### config.mk
export PLATFORM = sky130hd
export DESIGN_NAME = phase_scheduler_flat
export DESIGN_NICKNAME = d
export VERILOG_FILES = /design/src/rtl/phase_scheduler_pkg.sv /design/src/rtl/phase_scheduler_if.sv /design/src/rtl/phase_scheduler_input_sync.sv /design/src/rtl/phase_scheduler.sv /design/src/flat_wrapper.sv
export SDC_FILE = /design/constraint.sdc
export NUM_CORES = 1
export LEC_CHECK = 0
export CAP_MARGIN = 20
export CORE_ASPECT_RATIO = 0.75
export CORE_MARGIN = 10
export CORE_UTILIZATION = 55
export CTS_BUF_LIST = sky130_fd_sc_hd__clkbuf_16
export CTS_CLUSTER_SIZE = 12
export DETAILED_ROUTE_END_ITERATION = 12
export PLACE_DENSITY = 0.88
export SYNTH_ARGS = -nofsm -noshare
export SYNTH_HDL_FRONTEND = slang
export SYNTH_SLANG_ARGS = --single-unit
### constraint.sdc
create_clock -name clk -period 2 [get_ports clk]
set_input_delay 0.2 -clock clk [delete_from_list [all_inputs] [get_ports clk]]
set_output_delay 0.2 -clock clk [all_outputs]
set_load 0.1 [all_outputs]
### src/rtl/phase_scheduler_pkg.sv
// Shared phase codes, scheduler states, defaults and the round-robin picker.
// Latency: n/a (declarations and a pure combinational helper only).
// Backpressure: n/a.
package phase_scheduler_pkg;

    typedef logic [1:0] phase_t;

    localparam phase_t PH_SS_STRAIGHT = 2'd0;
    localparam phase_t PH_SS_TURN     = 2'd1;
    localparam phase_t PH_CS_STRAIGHT = 2'd2;
    localparam phase_t PH_CS_TURN     = 2'd3;

    localparam int DEFAULT_SEC_TICKS = 1000;
    localparam int DEFAULT_MIN_GREEN = 10;

    typedef enum logic [1:0] {
        ST_RESET   = 2'd0,
        ST_SELECT  = 2'd1,
        ST_ISSUE   = 2'd2,
        ST_SERVING = 2'd3
    } sched_state_t;

    // Search last+1, last+2, last+3, last (mod 4) for the first pending
    // phase; fall back to the straight-street straight recall phase.
    function automatic phase_t rr_pick(input logic [3:0] dem, input phase_t last);
        phase_t pick;
        phase_t idx;
        logic   found;
        pick  = PH_SS_STRAIGHT;
        found = 1'b0;
        for (int i = 1; i <= 4; i++) begin
            idx = last + i[1:0];
            if (!found && dem[idx]) begin
                pick  = idx;
                found = 1'b1;
            end
        end
        return pick;
    endfunction

endpackage

### src/rtl/phase_scheduler_if.sv
// Bundle of intersection inputs and the scheduler/sequencer grant handshake.
// Latency: n/a (wiring only).
// Backpressure: none; phase_done is a pulse, the sequencer owns pacing.
interface phase_scheduler_if;
    import phase_scheduler_pkg::*;

    logic   straight_street_pedestrian_button;
    logic   cross_street_pedestrian_button;
    logic   straight_street_straight_lane_car_sensor;
    logic   straight_street_turn_lane_car_sensor;
    logic   cross_street_straight_lane_car_sensor;
    logic   cross_street_turn_lane_car_sensor;
    logic   phase_done;

    phase_t     phase;
    logic       phase_start;
    logic       straight_street_ped_enable;
    logic       cross_street_ped_enable;
    logic       early_end;
    logic [3:0] demand;

    // Scheduler side
    modport master (
        input  straight_street_pedestrian_button,
        input  cross_street_pedestrian_button,
        input  straight_street_straight_lane_car_sensor,
        input  straight_street_turn_lane_car_sensor,
        input  cross_street_straight_lane_car_sensor,
        input  cross_street_turn_lane_car_sensor,
        input  phase_done,
        output phase,
        output phase_start,
        output straight_street_ped_enable,
        output cross_street_ped_enable,
        output early_end,
        output demand
    );

    // Sensor / sequencer side
    modport slave (
        output straight_street_pedestrian_button,
        output cross_street_pedestrian_button,
        output straight_street_straight_lane_car_sensor,
        output straight_street_turn_lane_car_sensor,
        output cross_street_straight_lane_car_sensor,
        output cross_street_turn_lane_car_sensor,
        output phase_done,
        input  phase,
        input  phase_start,
        input  straight_street_ped_enable,
        input  cross_street_ped_enable,
        input  early_end,
        input  demand
    );

endinterface

### src/rtl/phase_scheduler_input_sync.sv
// Two-flop synchronizer for asynchronous level inputs, WIDTH bits wide.
// Latency: 2 clk cycles from input change to o_sync.
// Backpressure: none; free-running.
module input_sync #(
    parameter int WIDTH = 1
) (
    input  logic             i_clk,
    input  logic             i_rst,
    input  logic [WIDTH-1:0] i_async,
    output logic [WIDTH-1:0] o_sync
);

    logic [WIDTH-1:0] r_meta;
    logic [WIDTH-1:0] r_sync;

    // Metastability filter: capture then re-register
    always_ff @(posedge i_clk) begin
        if (i_rst) begin
            r_meta <= '0;
            r_sync <= '0;
        end else begin
            r_meta <= i_async;
            r_sync <= r_meta;
        end
    end

    assign o_sync = r_sync;

endmodule

### src/rtl/phase_scheduler.sv
// Demand-driven round-robin phase arbiter feeding the light-timing sequencer.
// Latency: input->demand 3 cycles; phase_done->phase_start 2 cycles.
// Backpressure: a new grant is issued only after the sequencer pulses phase_done.
module phase_scheduler
    import phase_scheduler_pkg::*;
#(
    parameter int SEC_TICKS = DEFAULT_SEC_TICKS,
    parameter int MIN_GREEN = DEFAULT_MIN_GREEN
) (
    input  logic              clk,
    input  logic              rst,
    phase_scheduler_if.master sched
);

    localparam int PW = (SEC_TICKS > 1) ? $clog2(SEC_TICKS) : 1;

    // Sync bit map: [3:0] car sensors by phase, [4] SS ped, [5] CS ped
    logic [5:0]   w_raw;
    logic [5:0]   w_sync;

    sched_state_t r_state;
    sched_state_t w_state_nxt;
    logic         w_phase_start;
    logic         w_serving;

    phase_t       r_phase;
    phase_t       r_last;
    phase_t       w_pick;
    logic [3:0]   w_phase_oh;
    logic [3:0]   w_mask;
    logic [3:0]   w_clr;

    logic [3:0]   r_vdem;
    logic         r_pdem_ss;
    logic         r_pdem_cs;
    logic [3:0]   w_demand;

    logic         r_ss_ped_en;
    logic         r_cs_ped_en;
    logic [PW-1:0] r_presc;
    logic [7:0]   r_green_secs;
    logic         r_early_end;

    assign w_raw = {sched.cross_street_pedestrian_button,
                    sched.straight_street_pedestrian_button,
                    sched.cross_street_turn_lane_car_sensor,
                    sched.cross_street_straight_lane_car_sensor,
                    sched.straight_street_turn_lane_car_sensor,
                    sched.straight_street_straight_lane_car_sensor};

    input_sync #(.WIDTH(6)) u_input_sync (
        .i_clk   (clk),
        .i_rst   (rst),
        .i_async (w_raw),
        .o_sync  (w_sync)
    );

    // Scheduler state register
    always_ff @(posedge clk) begin
        if (rst) r_state <= ST_RESET;
        else     r_state <= w_state_nxt;
    end

    // Next-state and grant pulse decode
    always_comb begin
        w_state_nxt   = r_state;
        w_phase_start = 1'b0;
        case (r_state)
            ST_RESET:   w_state_nxt = ST_SELECT;
            ST_SELECT:  w_state_nxt = ST_ISSUE;
            ST_ISSUE: begin
                w_phase_start = 1'b1;
                w_state_nxt   = ST_SERVING;
            end
            ST_SERVING: if (sched.phase_done) w_state_nxt = ST_SELECT;
            default:    w_state_nxt = ST_RESET;
        endcase
    end

    assign w_serving  = (r_state == ST_SERVING);
    assign w_phase_oh = 4'b0001 << r_phase;
    // Own sensor/button cannot re-arm while its green is running
    assign w_mask     = w_serving     ? w_phase_oh : 4'b0000;
    // Grant consumes the demand; clear dominates a simultaneous set
    assign w_clr      = w_phase_start ? w_phase_oh : 4'b0000;
    assign w_demand   = r_vdem | {1'b0, r_pdem_cs, 1'b0, r_pdem_ss};
    assign w_pick     = rr_pick(w_demand, r_last);

    // Demand latch: set on synchronized level, cleared by the grant
    always_ff @(posedge clk) begin
        if (rst) begin
            r_vdem    <= '0;
            r_pdem_ss <= 1'b0;
            r_pdem_cs <= 1'b0;
        end else begin
            r_vdem    <= (r_vdem | (w_sync[3:0] & ~w_mask)) & ~w_clr;
            r_pdem_ss <= (r_pdem_ss | (w_sync[4] & ~w_mask[0])) & ~w_clr[0];
            r_pdem_cs <= (r_pdem_cs | (w_sync[5] & ~w_mask[2])) & ~w_clr[2];
        end
    end

    // Grant register; ped enables follow the ped demand seen at grant time
    always_ff @(posedge clk) begin
        if (rst) begin
            r_phase     <= PH_SS_STRAIGHT;
            r_last      <= PH_CS_TURN;
            r_ss_ped_en <= 1'b0;
            r_cs_ped_en <= 1'b0;
        end else if (r_state == ST_SELECT) begin
            r_phase     <= w_pick;
            r_last      <= w_pick;
            r_ss_ped_en <= (w_pick == PH_SS_STRAIGHT) && r_pdem_ss;
            r_cs_ped_en <= (w_pick == PH_CS_STRAIGHT) && r_pdem_cs;
        end else if (w_serving && sched.phase_done) begin
            r_ss_ped_en <= 1'b0;
            r_cs_ped_en <= 1'b0;
        end
    end

    // Green timer: seconds prescaler and saturating elapsed-seconds count
    always_ff @(posedge clk) begin
        if (rst || (r_state == ST_ISSUE)) begin
            r_presc      <= '0;
            r_green_secs <= '0;
        end else if (w_serving) begin
            if (r_presc == PW'(SEC_TICKS - 1)) begin
                r_presc <= '0;
                if (r_green_secs != 8'hFF) r_green_secs <= r_green_secs + 8'd1;
            end else begin
                r_presc <= r_presc + PW'(1);
            end
        end
    end

    // Early-termination request once minimum green has elapsed and others wait
    always_ff @(posedge clk) begin
        if (rst) r_early_end <= 1'b0;
        else     r_early_end <= w_serving && (r_green_secs >= 8'(MIN_GREEN)) &&
                                (|(w_demand & ~w_phase_oh));
    end

    assign sched.phase                      = r_phase;
    assign sched.phase_start                = w_phase_start;
    assign sched.straight_street_ped_enable = r_ss_ped_en;
    assign sched.cross_street_ped_enable    = r_cs_ped_en;
    assign sched.early_end                  = r_early_end;
    assign sched.demand                     = w_demand;

endmodule

### src/flat_wrapper.sv
// flat-port wrapper written by rule: the top's interface ports become plain ports
module phase_scheduler_flat import phase_scheduler_pkg::*;
#(
    parameter int SEC_TICKS = DEFAULT_SEC_TICKS,
    parameter int MIN_GREEN = DEFAULT_MIN_GREEN
)
  (clk, rst, sched_straight_street_pedestrian_button, sched_cross_street_pedestrian_button, sched_straight_street_straight_lane_car_sensor, sched_straight_street_turn_lane_car_sensor, sched_cross_street_straight_lane_car_sensor, sched_cross_street_turn_lane_car_sensor, sched_phase_done, sched_phase, sched_phase_start, sched_straight_street_ped_enable, sched_cross_street_ped_enable, sched_early_end, sched_demand);
  phase_scheduler_if sched_i ();
  input  logic clk;
  input  logic rst;
  input wire logic [$bits(sched_i.straight_street_pedestrian_button)-1:0] sched_straight_street_pedestrian_button;
  input wire logic [$bits(sched_i.cross_street_pedestrian_button)-1:0] sched_cross_street_pedestrian_button;
  input wire logic [$bits(sched_i.straight_street_straight_lane_car_sensor)-1:0] sched_straight_street_straight_lane_car_sensor;
  input wire logic [$bits(sched_i.straight_street_turn_lane_car_sensor)-1:0] sched_straight_street_turn_lane_car_sensor;
  input wire logic [$bits(sched_i.cross_street_straight_lane_car_sensor)-1:0] sched_cross_street_straight_lane_car_sensor;
  input wire logic [$bits(sched_i.cross_street_turn_lane_car_sensor)-1:0] sched_cross_street_turn_lane_car_sensor;
  input wire logic [$bits(sched_i.phase_done)-1:0] sched_phase_done;
  output wire logic [$bits(sched_i.phase)-1:0] sched_phase;
  output wire logic [$bits(sched_i.phase_start)-1:0] sched_phase_start;
  output wire logic [$bits(sched_i.straight_street_ped_enable)-1:0] sched_straight_street_ped_enable;
  output wire logic [$bits(sched_i.cross_street_ped_enable)-1:0] sched_cross_street_ped_enable;
  output wire logic [$bits(sched_i.early_end)-1:0] sched_early_end;
  output wire logic [$bits(sched_i.demand)-1:0] sched_demand;
  assign sched_i.straight_street_pedestrian_button = sched_straight_street_pedestrian_button;
  assign sched_i.cross_street_pedestrian_button = sched_cross_street_pedestrian_button;
  assign sched_i.straight_street_straight_lane_car_sensor = sched_straight_street_straight_lane_car_sensor;
  assign sched_i.straight_street_turn_lane_car_sensor = sched_straight_street_turn_lane_car_sensor;
  assign sched_i.cross_street_straight_lane_car_sensor = sched_cross_street_straight_lane_car_sensor;
  assign sched_i.cross_street_turn_lane_car_sensor = sched_cross_street_turn_lane_car_sensor;
  assign sched_i.phase_done = sched_phase_done;
  assign sched_phase = sched_i.phase;
  assign sched_phase_start = sched_i.phase_start;
  assign sched_straight_street_ped_enable = sched_i.straight_street_ped_enable;
  assign sched_cross_street_ped_enable = sched_i.cross_street_ped_enable;
  assign sched_early_end = sched_i.early_end;
  assign sched_demand = sched_i.demand;
  phase_scheduler #(.SEC_TICKS(SEC_TICKS), .MIN_GREEN(MIN_GREEN)) u_core (.clk(clk), .rst(rst), .sched(sched_i));
endmodule
=== After elaboration in Yosys (flattened, before gate mapping) ===
Index checks and enable logic that the tools add are counted.

* Add/subtract/negate cells: 5
* Order comparisons: 5
* Eq/ne operators: 7
* Shifts and indexed selects: 1
* Muxes and demuxes: 24
* Bitwise operators: 18
* Reduce and logical (&&, ||, !) cells: 17

{| class="wikitable"
|+ Operator list
! cell !! number
|-
| 4-bit AND || 3
|-
| 2-bit by 3-bit < comparator with 1-bit output (second input constant) || 4
|-
| 4-bit NOT || 3
|-
| 1-bit 2-to-1 mux || 11
|-
| 10-bit by 1-bit adder with 10-bit output (second input constant) || 1
|-
| 10-bit == test (second input constant) || 1
|-
| 10-bit 2-to-1 mux || 1
|-
| 2-bit 2-to-1 mux || 5
|-
| 8-bit by 1-bit adder with 8-bit output (second input constant) || 1
|-
| 1-bit binary-select mux with 2-bit select || 4
|-
| 8-bit by 4-bit >= comparator with 1-bit output (second input constant) || 1
|-
| 1-bit logical AND || 8
|-
| 4-bit 2-to-1 mux || 2
|-
| 8-bit inequality test (second input constant) || 1
|-
| 2-bit one-hot mux with 4 select lines || 1
|-
| 2-bit == test (second input constant) || 3
|-
| 2-bit adder (second input constant) || 2
|-
| 1-bit AND || 4
|-
| 2-bit logical NOT || 2
|-
| 1-bit NOT || 4
|-
| 4-bit by 3-bit OR with 4-bit output || 1
|-
| 4-bit OR || 1
|-
| 4-bit OR reduction || 1
|-
| 1-bit by 2-bit << shifter with 4-bit output (first input constant) || 1
|-
| other kinds (8) || 11
|}

* Register bits after elaboration: 45
* Input bits: 9
* Logic and storage cells: 90

=== Depth between registers and ports, before layout ===
Gate-level depths: netlist (run 1).

* Depth in word-level cells: 16
* Depth in mapped cells: 7

=== Modules after synthesis ===
From an unflattened synthesis (run 1), not the netlist that was laid out.

* Cells, all modules: 222
* Area, all modules: 2011.9 µm²

{| class="wikitable"
|+ Modules (own cells, without submodules)
! module !! times used !! cells each !! area each (µm²) !! seq. area each (µm²)
|-
| phase_scheduler || 1 || 197 || 1645.3 || 660.6
|-
| input_sync || 1 || 25 || 366.6 || 240.2
|}

=== Least setup slack after synthesis (run 1) ===
Ideal clock, no wire load.

* Path kind: reg2reg
* From: register u_core.r_state[0]
* To: register u_core.r_presc[0]
* Setup time: 0.065 ns
* Arrival: 2.017 ns
* Required time: 1.935 ns
* Slack: -0.082 ns
* Cell stages (with the launch flop): 7
* Path buffers: 1
* Period minus slack after synthesis: 2.082 ns
* Cell sequence: dfxtp_1 -> inv_1 -> ha_1 -> or2_2 -> or2_2 -> clkbuf_1 -> nor2_1

* Cells in the longest elaborated chain, start to end: 2

{| class="wikitable"
|+ Ends and longest elaborated chain
! element !! RTL line !! source
|-
| from (decl) || phase_scheduler.sv:21 || <nowiki>sched_state_t r_state;</nowiki>
|-
| from (signal assigned) || phase_scheduler.sv:61 || <nowiki>else r_state <= w_state_nxt;</nowiki>
|-
| 2-bit == test || phase_scheduler.sv:122 || <nowiki>if (rst || (r_state == ST_ISSUE)) begin</nowiki>
|-
| 1-bit logical OR || phase_scheduler.sv:122 ||
|-
| to (signal assigned) || phase_scheduler.sv:130 || <nowiki>r_presc <= r_presc + PW'(1);</nowiki>
|-
| to (decl) || phase_scheduler.sv:40 || <nowiki>logic [PW-1:0] r_presc;</nowiki>
|}

Several ways; a longest one is shown, not always the timed one.
A chain may end at the register's enable or synchronous reset.

=== Worst setup path after layout (run 1) ===
* From: register u_core.r_state[0]
* To: register u_core.r_green_secs[3]

* Cells in the longest elaborated chain, start to end: 2

{| class="wikitable"
|+ Ends and longest elaborated chain
! element !! RTL line !! source
|-
| 2-bit == test (on tied branches) || phase_scheduler.sv:80, phase_scheduler.sv:122 ||
|-
| 3-bit AND reduction (no line) / 1-bit logical OR (equally long branches) || -- ||
|-
| to (signal assigned) || phase_scheduler.sv:128 || <nowiki>if (r_green_secs != 8'hFF) r_green_secs <= r_green_secs + 8'd1;</nowiki>
|-
| to (decl) || phase_scheduler.sv:41 || <nowiki>logic [7:0] r_green_secs;</nowiki>
|}

Several ways; a longest one is shown, not always the timed one.

==> results.md, run 1 <==
- The flow ran to the end, and the final reports show no timing, DRC or antenna violations.
- In this run, CTS created clock tree buffers numbering 5.
- Of the total power, the share spent switching nets is 28.9%.
- The critical path starts at u_core.r_state[0].
- The number of setup buffers added after CTS is 0.
- In this run the worst setup path terminates at u_core.r_green_secs[3].
- In this run, the number of DRC markers left after iteration 0 of detailed routing was 72.
- The number of cells on the worst reg-to-reg path is 6.
- The residual overflow from global routing is 0.
- The aggregate routed wire length is 3.86 mm.
- The number of port buffers is 18.
- The clock net sink count is 45.
- Clock-pin slew was measured on the worst setup and hold paths at 60 ps.
- IR analysis of the VDD net gives a maximum drop of 0.741 mV.
- Measured along the y axis, the die boundary spans 71.6 µm.
- The most used flip-flop cell after synthesis is dfxtp_1.
- The proportion of synthesized chip area in sequential cells is 46.1%.
- In the final layout, the share of cells above drive strength 1 is 11.8%.
- The number of synthesized register bits is 45.
- STA puts the critical path data required time at 2170 ps.
- In the finished design, the share of the clock period the worst path needs comes to 90.4%.
- The maximum number of pins on one net before global-route repair is 29.
- The unique cell type count in the Yosys netlist is 38.
- Using the TritonRoute via totals, the vias-per-cell ratio works out to 5.50.
- For this configuration, the core starts out at a cell density of 58.2%.
- Total power for the finished layout comes to 2.13 mW.
- Pin placement for this block handled 19 I/O pins.
- The synthesized netlist occupies a cell area of 1950 µm².
- In the routed design, unresolved DRC markers number 0.
- Setup repair after global routing left no endpoint under its margin.
- The total negative slack is 0 ps.
- Detailed placement ended at an HPWL of 2.85 mm.
- The sum of met2 wire segment lengths after detailed routing is 1.74 mm.
- Combinational logic burns 18.0% of the power.
- The clock reaches the later pin of the worst-skew pair after 280 ps.
- The min-delay analysis places its worst path in the category flip-flop to flip-flop.
- The floorplan step defined a die boundary enclosing 6360 µm².
- The number of iterations in the first detailed-routing pass is 4.
- After floorplanning, the core was sized to cover 3360 µm².
- The setup check on the worst reg-to-reg path leaves a slack of 190 ps.
- By startpoint and endpoint, the worst setup path is classified as flip-flop to flip-flop.
- The initialized floorplan defines 18 standard-cell rows.
- The end of the worst register-to-register path is u_core.r_green_secs[3].
- From synthesis to final layout, the design area changed by 17.1%.
- The detail route stage leaves a number of antenna-violating nets equal to 0.
- The async set-reset flop share out of synthesis is 0%.
- The internal power of the cells totals 1.52 mW.
- Across all layers, the routed design uses 1530 vias.
- In this run, flip-flops and latches consume 46.0% of the power.
- In this run the power spent charging and discharging nets is 0.617 mW.
- The arrival time of data at the critical path endpoint is 1980 ps.
- The peak fanout along the critical path is 7.
- The number of antenna diodes in the final layout is 0.
- At the pin with the least slew margin, the transition time is 374 ps.
- In this run the horizontal extent of the chip is 88.8 µm.
- The number of antenna violations at the first check in global routing is 0.
- The launching element type of the critical path is a flip-flop.
- The topmost layer with routed signal wires is met4.
- For this block, wires on met1 add up to 1.86 mm.
- After clock tree synthesis, the repair step resized 0 gates.
- The critical path capture point type is a flip-flop.
- The wire length on met3 is 177 µm.
- The number of global-route vias before repair is 1451.
- The power density over the cells is 932 nW/µm².
- The number of enable flip-flop cells after synthesis is 0.
- The number of pins exceeding their max-slew limit in the final report came to 0.
- The total leakage power is 0.862 nW.
- The final-report hold violation count is 0.
- The average wire length per cell after detail routing is 13.9 µm.
- Timing would allow up to 553 MHz.
- The total number of H-tree levels is 2.
- For this run, the number of Yosys warnings is 0.
- The count of nets after finishing is 253.
- Measured against its own limit, the worst slew margin works out to 74.8%.
- The average footprint of a synthesized cell is 8.92 µm².
- The clock group share of total power is 36.0%.
- The setup skew after layout is 1.87 ps.
- The startpoint of the worst register-to-register path is u_core.r_state[0].
- The clock passes through at most 2 buffers.
- The first global-routing pass estimated 6.64 mm of wire.
- The number of instances in the synthesized netlist is 219.
- The shortest clock period the worst path allows after layout is 1810 ps.
- The congestion estimate from routability-driven global placement came to 0.842.
- Hold repair after CTS inserted 0 buffers.
- The tool flagged a number of max-cap violations equal to 0.
- Global routing used 13.1% of the available tracks across all layers.
- The number of nets handed over by synthesis was 235.
- The TritonCTS clock tree is yes.
- The number of failing setup endpoints in the final timing report is 0.
- In this run the clock root is driven by a clkbuf_16.
==> worst min-delay path by stage <==
stage | startpoint | slack [ps] | end | depth (start not counted)
after global routing | u_core.u_input_sync.r_meta[2] | 470 | u_core.u_input_sync.o_sync[2] | 1
after detailed placement | u_core.u_input_sync.r_meta[4] | 440 | u_core.u_input_sync.o_sync[4] | 1
after CTS | u_core.u_input_sync.r_meta[4] | 440 | u_core.u_input_sync.o_sync[4] | 1
final | u_core.u_input_sync.r_meta[4] | 440 | u_core.u_input_sync.o_sync[4] | 1
after global placement | u_core.u_input_sync.r_meta[0] | 420 | u_core.u_input_sync.o_sync[0] | 1
after floorplan | sched_straight_street_straight_lane_car_sensor | 330 | u_core.u_input_sync.r_meta[0] | 1
==> metal layers <==
metal / vias to the layer above / track usage, %
met5: - / 0
met4: 0 / 7.51
met3: 7 / 3.39
met2: 41 / 18.9
met1: 697 / 17.1
li1: 785 / -
==> worst max-delay path, stage by stage (launching register included) <==
cell and delay [ps]:
dfxtp_1 410, ha_1 200, nand3_1 120, or3_4 450, nor4b_2 300, xnor2_1 150
nor2_1 50
==> synthesized netlist by cell type, drive strengths merged (2+ instances only) <==
cell type  instances  share of area, %
or3                3              0.96
ha                 7               4.5
nand4              4               1.3
and3               3              0.96
nor4               3              0.96
nor3b              2              0.77
mux2i              2               1.0
nor4b              2               2.0
nand2             18               3.5
clkbuf             6               1.2
o21ai              6               1.5
nand3              6               1.5
inv               11               2.1
dfxtp             45                46
a21oi             10               2.6
nor3               7               1.8
xnor2             10               4.5
buf                4               1.5
nor2b             12               3.8
nand3b             2              0.77
or2                3              0.96
xor2               3               1.3
a211oi            10               3.8
o31ai              2              0.77
nor2              28               5.4
==> sequential cells by signal, summed over array words and instances, names as in the netlist <==
signal,count
u_core.r_presc,10
u_core.r_green_secs,8
u_core.u_input_sync.o_sync,6
u_core.u_input_sync.r_meta,6
u_core.r_vdem,4
u_core.r_last,2
u_core.r_state,2
u_core.sched.phase,2
u_core.r_pdem_cs,1
u_core.r_pdem_ss,1
u_core.sched.cross_street_ped_enable,1
u_core.sched.early_end,1
u_core.sched.straight_street_ped_enable,1
==> power groups by stage <==
| stage | clock [mW] | sequential, mW | combinational [mW] |
|---|---|---|---|
| after global placement | 0 | 0.997 | 0.374 |
| after detailed placement | 0 | 1.00 | 0.382 |
| final | 0.768 | 0.981 | 0.383 |
| after CTS | 0.788 | 0.981 | 0.384 |
| after global routing | 0.833 | 0.988 | 0.412 |
| after floorplan | 0 | 1.03 | 0.245 |
==> logic make-up (layout without fill, tap and decap cells) <==
logic type,after synthesis,in the layout,synth area share [%]
xor gates and xnor gates,13,13,5.83
AOI/OAI and AO/OA,34,34,11.3
and+or+nand+nor,97,97,26.4
adders and majority gates,7,7,4.48
muxes,2,2,1.02
buffers and inverters,21,40,4.80
DFF,45,45,46.1
==> area by class of cell <==
class / count / area (µm²)
Fill cell: 253 / 1070
Tap cell: 40 / 50.0
Timing Repair Buffer: 21 / 190
Sequential cell: 45 / 901
Inverter: 11 / 41.3
Clock buffer: 5 / 125
Multi-Input combinational cell: 153 / 967
Clock inverter: 3 / 13.8
==> cell usage in the layout, fill, tap and decap left out, types with 6 or more instances in the layout <==
| cell | instances |
|---|---|
| buf_4 | 12 |
| a211oi_1 | 10 |
| nor2_1 | 28 |
| nand2_1 | 18 |
| xnor2_1 | 10 |
| nor3_1 | 7 |
| dfxtp_1 | 45 |
| clkdlybuf4s50_1 | 8 |
| a21oi_1 | 10 |
| ha_1 | 6 |
| inv_1 | 12 |
| o21ai_0 | 6 |
| nand3_1 | 6 |
| nor2b_1 | 12 |
==> through the flow <==
step | cells | setup WS, ps | util (%) | cell area, µm² | hold WS, ps
after CTS | 278 | 114 | 68.0 | 2280 | 444
after detailed placement | 270 | 131 | 63.9 | 2140 | 436
final | 278 | 192 | 68.2 | 2290 | 439
after global routing | 278 | 70.8 | 68.2 | 2290 | 466
after global placement | 270 | 189 | 63.9 | 2140 | 417
after floorplan | 219 | 174 | - | 1960 | 328
No activity file was read; power rests on OpenSTA's default activity.
==> inputs of run 2 (changes only) <==
--- a/config.mk
+++ b/config.mk
@@ -5,9 +5,9 @@
 export SDC_FILE = /design/constraint.sdc
 export NUM_CORES = 1
 export LEC_CHECK = 0
+export ABC_CLOCK_PERIOD_IN_PS = 2000
 export CAP_MARGIN = 20
 export CORE_ASPECT_RATIO = 0.75
-export CORE_MARGIN = 10
 export CORE_UTILIZATION = 55
 export CTS_BUF_LIST = sky130_fd_sc_hd__clkbuf_16
 export CTS_CLUSTER_SIZE = 12
==> run 2 against run 1 <==
Against the previous run:
- fmax fell by 5.0%
- largest power group unchanged
- worst setup slack got worse by 96 ps
- combinational power increased by 3%
- largest cell class unchanged
- clock power increased by 5.1%
- sequential share of layout area fell by 0.17 points
- via count increased by 3.9%
- die area decreased by 40%
- register-to-register slack worse by 96 ps
- sequential cell count is the same
- highest routed layer unchanged
==> results.md, run 2 (synthesized netlist as in run 1, its figures left out) <==
- The run finished with clean final reports.
- The remaining routing DRC violations was 0 (unchanged).
- The final critical-path setup slack is 96.8 ps (-95.7 ps).
- The critical path capture point type is a flip-flop.
- The number of buffers on the longest clock path is 2 (unchanged).
- The share of the core filled with cells in the final layout is 69.0% (+0.76 points).
- The worst stage delay on the critical path is 510 ps (+60 ps).
- The initial cell density of the core is 58.6% (+0.39 points).
- The hold-critical path endpoint is u_core.u_input_sync.o_sync[5].
- The worst reg-to-reg setup slack is 100 ps (-100 ps).
- The area growth from synthesis to layout is 17.6%.
- The maximum number of pins on one net before global-route repair is 29 (unchanged).
- The total number of H-tree levels is 2 (unchanged).
- The number of antenna violations at the first check in global routing is 0 (unchanged).
- The total leakage power came to 0.862 nW (about the same).
- The number of vias after detailed routing is 1590 (+3.9%).
- The final-report hold violation count is 0 (unchanged).
- The residual overflow from global routing is 0 (unchanged).
- The fraction of layout cells with a size suffix above 1 was 11.7% (-0.049 points).
- The count of nets after finishing is 254 (+0.40%).
- The number of global-route vias before repair was 1390 (-4.2%).
- The signal on the critical path passes through ha_1 > nand3_1 > or3_1 > nor4b_2 > xnor2_1 > nor2_1.
- The number of violations reported at the end of detailed-routing iteration 0 is 157 (+120%).
- The power density over the cells came to 949 nW/µm² (+1.8%).
- The clock net sink count was 45 (unchanged).
- The number of max-cap violations was 0 (unchanged).
- The floorplan die area is 3800 µm² (-40%).
- In the layout the commonest cells are 45 x dfxtp_1, 28 x nor2_1, 18 x nand2_1.
- The global routing usage summed across all routing layers is 23.0% (+10 points).
- The setup skew after layout is 3.93 ps (+2.05 ps).
- Leaving out fill and tap cells, the most frequent cell in the layout is dfxtp_1.
- The arrival time of data at the critical path endpoint is 2070 ps (+90 ps).
- The number of port buffers was 18 (unchanged).
- The cell count of the worst hold path is 1 (unchanged).
- The number of diodes is 0 (unchanged).
- The worst setup path is launched from a flip-flop.
- The number of vias per cell after detailed routing was 5.70 (+3.5%).
- In the final layout, the registers with the most flip-flops are u_core.r_presc (10), u_core.r_green_secs (8).
- Setup repair after global routing left no endpoint under its margin.
- The peak fanout along the critical path is 7 (unchanged).
- The TritonCTS buffer count was 5 (unchanged).
- The number of buffers added to fix hold violations after cts is 0 (unchanged).
- The slew at the pin closest to its max-slew limit is 408 ps (+34.4 ps).
- The number of pins exceeding their max-slew limit in the final report is 0 (unchanged).
- The clock transition at the registers of the reported paths was 60 ps (about the same).
- The data required time at the worst endpoint came to 2170 ps (about the same).
- The type of the worst min-delay path is flip-flop to flip-flop.
- The floorplan die width came to 70.8 µm (-20%).
- The critical path is of the flip-flop to flip-flop type.
- The end of the worst register-to-register path is u_core.r_green_secs[3].
- The final HPWL from detailed placement is 2.81 mm (-1.6%).
- The largest individual stage delay along the critical path comes from the cell or3_1.
- TritonCTS built the clock tree.
- The die height is 53.6 µm (-25%).
- The global placement routability congestion is 0.806 (-4.2%).
- The startpoint of the worst register-to-register path is u_core.r_presc[0].
- The flip-flop count of the largest register, all copies and words added came to 10 (unchanged).
- The maximum operating frequency was 525 MHz (-5.0%).
- The worst max-slew margin expressed relative to the limit is 72.7% (-2.2 points).
- The number of iterations in the first detailed-routing pass is 6 (+2).
- The first-pass GRT wire length is 6.50 mm (-2.2%).
- The core region area is 3330 µm² (-0.67%).
- The worst setup slack before clock tree synthesis is 108 ps (-22.3 ps).
- The average wire length per cell after detail routing is 14.5 µm (+4.3%).
- The ratio of final minimum period to clock period is 95.2% (+4.8 points).
- The post-route antenna net violation count was 0 (unchanged).
- The most flop-heavy register is u_core.r_presc.
- The number of failing setup endpoints in the final timing report is 0 (unchanged).
- The worst min-delay path startpoint is u_core.u_input_sync.r_meta[5].
- The peak supply drop was 0.564 mV (-24%).
- The number of top-level design ports is 19 (unchanged).
- Clock tree synthesis selected as its root buffer the cell clkbuf_16.
- The total negative slack is 0 ps (unchanged).
- The number of setup buffers added after CTS is 0 (unchanged).
- The logic depth of the worst register-to-register path is 6 (unchanged).
- The post-cts resize count is 0 (unchanged).
- The number of rows created at floorplan is 18 (unchanged).
- The layout filler cell count was 259 (+2.4%).
- The aggregate routed wire length is 4.04 mm (+4.7%).
- The clock insertion delay at the later pin of the skew report came to 290 ps (about the same).
- The shortest clock period the worst path allows after layout is 1900 ps (+95.7 ps).
run 2: worst max-delay path by stage:
| stage | cells past startpoint | from | to |
|---|---|---|---|
| final | 6 | u_core.r_presc[0] | u_core.r_green_secs[3] |
| after CTS | 6 | u_core.r_presc[0] | u_core.r_green_secs[3] |
| after detailed placement | 6 | u_core.r_state[0] | u_core.r_green_secs[3] |
| after global placement | 5 | u_core.r_presc[3] | u_core.r_green_secs[5] |
| after global routing | 6 | u_core.r_state[0] | u_core.r_green_secs[3] |
| after floorplan | 6 | u_core.r_pdem_cs | u_core.sched.straight_street_ped_enable |
run 2: through the flow:
stage	power, mW	std cells	hold WS, ps	instance area, µm²
2_1_floorplan	1.28	219	328	1960
3_3_place_gp	1.37	271	417	2150
3_5_place_dp	1.38	271	427	2150
4_1_cts	2.19	279	441	2300
5_1_grt	2.28	279	460	2300
6_report	2.18	279	437	2300
run 2: critical path, delay by kind of cell, from the launching register on:
kind	cells	cell delay, ps
XOR/XNOR	1	160
adder cells (fa/ha/maj)	1	210
flip-flops	1	380
AND/OR/NAND/NOR	4	1030
run 2: area by class of cell:
class                      count  area (µm²)  area share (%)
inverter                      11        41.3            1.80
clock buffer                   5         125            5.44
sequential                    45         901            39.2
timing repair buffer          22         198            8.60
tap                           40        50.0            2.18
multi-input combinational    153         962            41.9
clock inverter                 3        21.3           0.925
run 2: power breakdown:
| group | internal, mW | switching (mW) |
|---|---|---|
| Sequential | 0.940 | 0.0406 |
| Clock | 0.465 | 0.343 |
| Combinational | 0.125 | 0.268 |
| Total | 1.53 | 0.651 |
run 2: layer usage:
metal | vias to the layer above | routed length (µm) | track usage [%]
met5 | - | 0 | 0
met4 | 0 | 24 | 4.00
met3 | 4 | 226 | 7.30
met2 | 41 | 1940 | 37.7
met1 | 753 | 1850 | 30.7
li1 | 792 | - | -
